## src/rtl/mod_enc_addroundkey_stream.sv

```systemverilog
// mod_enc_addroundkey_stream: streaming AES AddRoundKey with internal key table and 2-entry skid; ADDRK_AUTOROUND_EN selects counter-driven rounds
module mod_enc_addroundkey_stream #(
  parameter int DATA_W   = 128,
  parameter int NUM_RK   = 15,
  parameter int RK_IDX_W = 4
) (
  input  logic                clk,
  input  logic                reset,
  input  logic                key_wr_en,
  input  logic [RK_IDX_W-1:0] key_wr_idx,
  input  logic [DATA_W-1:0]   key_wr_data,
  input  logic                in_valid,
  output logic                in_ready,
  input  logic [DATA_W-1:0]   in_data,
  input  logic [RK_IDX_W-1:0] in_round,
  input  logic                in_first,
  output logic                out_valid,
  input  logic                out_ready,
  output logic [DATA_W-1:0]   out_data,
  output logic [RK_IDX_W-1:0] out_round,
  output logic                out_err
);
  logic [DATA_W-1:0]   key_tbl [NUM_RK];
  logic                live, skid_v, skid_e, rerr, acc, adv, unused;
  logic [DATA_W-1:0]   skid_d, kdat, keyed;
  logic [RK_IDX_W-1:0] skid_r, rsel;
`ifdef ADDRK_AUTOROUND_EN
  logic [RK_IDX_W-1:0] cnt;
  assign rsel   = in_first ? '0 : cnt;
  assign rerr   = 1'b0;
  assign unused = ^in_round;
  always_ff @(posedge clk or posedge reset)
    if (reset) cnt <= '0;
    else if (acc) cnt <= (rsel == RK_IDX_W'(NUM_RK-1)) ? '0 : rsel + 1'b1;
`else
  assign rsel   = in_round;
  assign rerr   = int'(in_round) >= NUM_RK;
  assign unused = in_first;
`endif
  assign in_ready = !reset && live && !skid_v;
  assign acc      = in_valid && in_ready;
  assign adv      = !out_valid || out_ready;
  assign kdat     = rerr ? '0 : key_tbl[rsel];
  assign keyed    = in_data ^ kdat;
  always_ff @(posedge clk or posedge reset)
    if (reset) for (int i = 0; i < NUM_RK; i++) key_tbl[i] <= '0;
    else if (key_wr_en && int'(key_wr_idx) < NUM_RK) key_tbl[key_wr_idx] <= key_wr_data;
  always_ff @(posedge clk or posedge reset)
    if (reset) begin
      live      <= 1'b0;
      out_valid <= 1'b0;
      out_data  <= '0;
      out_round <= '0;
      out_err   <= 1'b0;
      skid_v    <= 1'b0;
      skid_d    <= '0;
      skid_r    <= '0;
      skid_e    <= 1'b0;
    end else begin
      live <= 1'b1;
      if (adv) begin
        if (skid_v) begin
          out_valid <= 1'b1;
          out_data  <= skid_d;
          out_round <= skid_r;
          out_err   <= skid_e;
          skid_v    <= 1'b0;
        end else begin
          out_valid <= acc;
          if (acc) begin
            out_data  <= keyed;
            out_round <= rsel;
            out_err   <= rerr;
          end
        end
      end else if (acc) begin
        skid_v <= 1'b1;
        skid_d <= keyed;
        skid_r <= rsel;
        skid_e <= rerr;
      end
    end
endmodule

```

## config.mk

```make
export PLATFORM = sky130hd
export DESIGN_NAME = mod_enc_addroundkey_stream
export DESIGN_NICKNAME = d
export VERILOG_FILES = /design/src/rtl/mod_enc_addroundkey_stream.sv
export SDC_FILE = /design/constraint.sdc
export NUM_CORES = 2
export LEC_CHECK = 0
export CELL_PAD_IN_SITES_DETAIL_PLACEMENT = 0
export CELL_PAD_IN_SITES_GLOBAL_PLACEMENT = 1
export CORE_MARGIN = 8
export CORE_UTILIZATION = 35
export DETAILED_ROUTE_END_ITERATION = 16
export PLACE_DENSITY_LB_ADDON = 0.1
export SETUP_SLACK_MARGIN = 0.2
export SLEW_MARGIN = 25
export SYNTH_ARGS = -nofsm -noshare
export SYNTH_HDL_FRONTEND = slang
export SYNTH_SLANG_ARGS = --single-unit
```

## constraint.sdc

```tcl
create_clock -name clk -period 110.4 [get_ports clk]
set_input_delay 27.6 -clock clk [delete_from_list [all_inputs] [get_ports clk]]
set_output_delay 27.6 -clock clk [all_outputs]
set_load 0.01 [all_outputs]
```

After elaboration in Yosys (flattened, before gate mapping) --
Cells that the tools add are included.
Word-level totals: register bits 2189, latch bits 0, memory bits (writable) 0, ROM bits 0, input port bits 270, output and inout bits 135, word-level logic and storage cells 62, memories kept 0
Cells by class: $add $sub $neg 0, $mul 0, div/mod/pow operators 0, order comparisons 5, eq/ne operators 0, shift-type cells 0, multiplexer cells 16, bitwise operators 4, reduce and logical (&&, ||, !) cells 13
Operators with widths (number):
- 1920-bit bitwise mux | 1
- 128-bit 2-to-1 mux | 6
- 128-bit binary-select mux with 4-bit select | 1
- 128-bit demux with 4-bit select | 1
- 128-bit XOR | 1
- 5-bit >= comparator (second input constant) | 2
- 4-bit NOT with 5-bit output | 2
- 4-bit 2-to-1 mux | 2
- 1-bit logical AND | 5
- 5-bit by 1-bit less-than comparator with 1-bit output (second input constant) | 1
- 1-bit 2-to-1 mux | 5
- 4-bit >= comparator (second input constant) | 1
- 4-bit less-than comparator (second input constant) | 1
- 2-bit AND reduction | 2
- 2-bit nonzero test | 2
- 1-bit zero test | 3
- 1-bit logical OR | 1
- 1-bit NOT | 1

Longest topological paths before layout --
word-level depth 8, depth in mapped cells 10, gate-level depth less buffers 6

Worst setup path before layout --
Ideal clock, no wire load.
path type input to output, from input port reset, to output port in_ready, data arrival time 77007 ps, data required time 82800 ps, setup slack 5793 ps, stages 2, buffers on the path 0, cell sequence inv_1 -> and3_1
On the way: word-level cells in the longest chain between the ends 3
RTL lines:
- start: declaration | RTL line 8 | input logic reset,
- 1-bit zero test (no line)
- 1-bit logical AND (2 in a row) | RTL line 40 | assign in_ready = !reset && live && !skid_v;
- end: declaration | RTL line 13 | output logic in_ready,
No other way between the ends.

Worst setup path in the final report --
Ends and elaborated chain as after synthesis.

==> metrics.md <==
| Metric | Value |
|---|---|
| Power Dens Cells | 20.7 mW/mm^2 |
| I/O pin total | 405 |
| CP max stage cell | clkdlybuf4s50_1 |
| Skew-Pair Late Insertion Delay | 0.86 ns |
| Library cells used by synthesis | 34 |
| Hold_buf cts | 0 |
| Initial DRT Pass Iterations | 7 |
| Area leader, netlist | dfrtp_1 |
| Crit end category | output pin |
| Fillers | 26500 |
| Port buffer count | 403 |
| Worst Max-Slew Pin Slew | 1.06 ns |
| Fin crit period | 57.02 ns |
| Cell Chain, Critical Path | clkdlybuf4s50_1 > inv_8 > and3_1 > clkdlybuf4s50_1 |
| Drt wl/cell | 27.7 um |
| Final setup margin | 53.38 ns |
| Sum of negative setup slack | 0 ns |
| Ranking of synthesized cells by area | dfrtp_1 (54%), mux2_2 (22%), mux4_2 (5.7%) |
| Slew Limit Fails | 0 |
| Die area | 0.305 sq mm |
| CTS tree | built |
| CTS Root Cell | clkbuf_16 |
| Layout area overhead | 15.9% |
| Crit path DAT | 29.42 ns |
| Final Hold Fails | 0 |
| Worst endpoint required time | 82.80 ns |
| Hpwl dp | 176000 um |
| CP Max Fanout | 61 |
| Syn Inst Count | 7141 |
| 1st-iter DRT viols | 3592 |
| Initial Util | 0.350 |
| Cts bufs inserted | 266 |
| Final cycle utilization of the critical path | 0.516 |
| Post-route ant nets | 0 |
| Area of the multi-input gates | 0.0429 sq mm |
| RSZ-0062 raised after global routing | no |
| Mapped cell area | 0.101 sq mm |
| Synth Warn # | 0 |
| Most used cell, CP | clkdlybuf4s50_1 |
| Synth Flop Type | dfrtp_1 |
| Status | completed |
| Vias/cell | 5.36 |
| Final setup vio count | 0 |
| Synth top area share | 0.544 |
| Storage cell area | 0.0548 sq mm |
| Post-Place Setup Slack | 53.35 ns |
| DR vias | 60400 |
| Final Net Count | 7549 |
| Cts repair resizes | 0 |
| Global-route wire length before repair | 466000 um |
| Reg clk slew, reported paths | 0.05 ns |
| Synth Register Bits | 2189 |
| Vias in the first global route | 65200 |
| Tot Pwr | 0.00241 W |
| Antenna violations before repair | 55 |
| # rows | 197 |
| Worst hold path class | reg2reg |
| Setup crit start kind | primary input |
| Core area | 0.287 sq mm |
| Peak supply drop | 0.00969 mV |
| Slew Limit Headroom | 0.293 |
| Chip height | 552 um |
| Largest net degree at the start of global routing | 162 |
| Clock sink count | 2189 |
| Max Clk Rate | 17.5 MHz |
| Synth Net Count | 7411 |
| EDFF count, synth | 0 |
| Syn_area_per_cell | 14.1 sq um |
| Routed WL | 312000 um |
| Maxcap violations | 0 |
| Placer Congestion | 0.707 |
| Clock tree buffer depth | 4 |
| Post-CTS setup buffers | 0 |
| Delay of the slowest critical-path stage | 0.57 ns |
| Die W | 552 um |
| Post-synth ARST share | 1.00 |
| Sequential fraction of the synthesis area | 0.544 |
| Post-route DRC | 0 |
| Share of post-route cells with drive strength above 1 | 0.402 |
| H-tree depth | 5 |
| Worst Skew | 0.0271 ns |
| Grt total ovfl | 0 |
| Crit path kind | in2out |
| Tot GR Track Use | 0.201 |
| Pleak | 49.2 nW |
==> stage by stage <==
step                hold slack (ns)  utilization  area, sq um  cells
floorplan                     0.450            -       101000   7141
global placement              0.467        0.375       108000  10800
detailed placement            0.483        0.375       108000  10800
CTS                           0.495        0.406       117000  11300
global route                  0.505        0.406       117000  11300
finish                        0.493        0.406       117000  11300
==> Yosys cell counts, types with 128 or more instances <==
cell type  number
dfrtp_1      2189
mux2_2       1924
a2bb2oi_1     128
a211oi_1      128
o22ai_1       128
clkbuf_1      447
nor2_1        269
a21oi_1       129
nand2_1       137
a21oi_2       128
a221oi_2      128
mux2i_1       388
o21ai_1       128
nor2b_1       131
xor2_1        128
mux4_2        256
o21ai_0       134
==> cells in the final DEF (no fill, tap or decap), types with 129 or more instances in the layout <==
cell / synthesis / final
dfrtp_1: 2189 / 2188
mux2_2: 1924 / 1924
clkdlybuf4s50_1: 0 / 399
mux2i_1: 388 / 388
clkbuf_16: 0 / 276
nor2_1: 269 / 259
mux4_2: 256 / 256
nand2_1: 137 / 136
o21ai_0: 134 / 134
nor2b_1: 131 / 129
a21oi_1: 129 / 129
==> power by group <==
group | switching [W] | leakage, nW | internal (W)
sequential | 0.0000937 | 26.8 | 0.000992
combinational | 0.000194 | 18.0 | 0.000252
clock | 0.000350 | 4.31 | 0.000526
total | 0.000638 | 49.2 | 0.00177
==> worst max-delay path: cells and delay by family <==
family	cells	cell delay (ns)
buf+inv	3	1.43
simple gates	1	0.32
==> flip-flops by register name, summed over array words and instances, names as in the netlist, 4 cells and up <==
register	count
out_round	4
skid_d	128
out_data	128
key_tbl	1920
skid_r	4
==> kinds of logic (layout without fill, tap and decap cells) <==
| kind of cell | count (synthesis) | in the layout | share of synthesized area |
|---|---|---|---|
| simple gates | 554 | 554 | 0.0244 |
| xor+xnor | 128 | 128 | 0.0111 |
| mux | 2568 | 2568 | 0.311 |
| compound gates | 1032 | 1032 | 0.0784 |
| buf+inv | 669 | 999 | 0.0305 |
| flops | 2189 | 2189 | 0.544 |
| other cells | 1 | 21 | 0.0000373 |
==> layout make-up <==
type                            instances  area share
Sequential cell                      2189       0.470
Multi-Input combinational cell       4283       0.368
Timing Repair Buffer                  537      0.0463
Inverter                                2    0.000172
Clock buffer                          395      0.0684
Clock inverter                         65     0.00624
Tap cell                             3781      0.0406
Antenna cell                           20    0.000429
==> layer usage <==
metal / global-route usage / part of all wire
met2: 0.337 / 0.48
met3: 0.0315 / 0.036
met4: 0.0403 / 0.017
met1: 0.279 / 0.46
met5: 0 / 0.00057
==> final timing paths <==
kind,cells after the start,startpoint,to,slack [ns]
min reg2reg,2,skid_e,skid_e,0.49
min in group asynchronous,2,reset,key_tbl[502],27.20
max,4,reset,in_ready,53.38
max in group asynchronous,7,reset,key_tbl[1588],78.88
max reg2reg,8,skid_v,skid_d[64],105.20
min,2,skid_e,skid_e,0.49
Note: power is estimated with default switching activity, not from simulation.
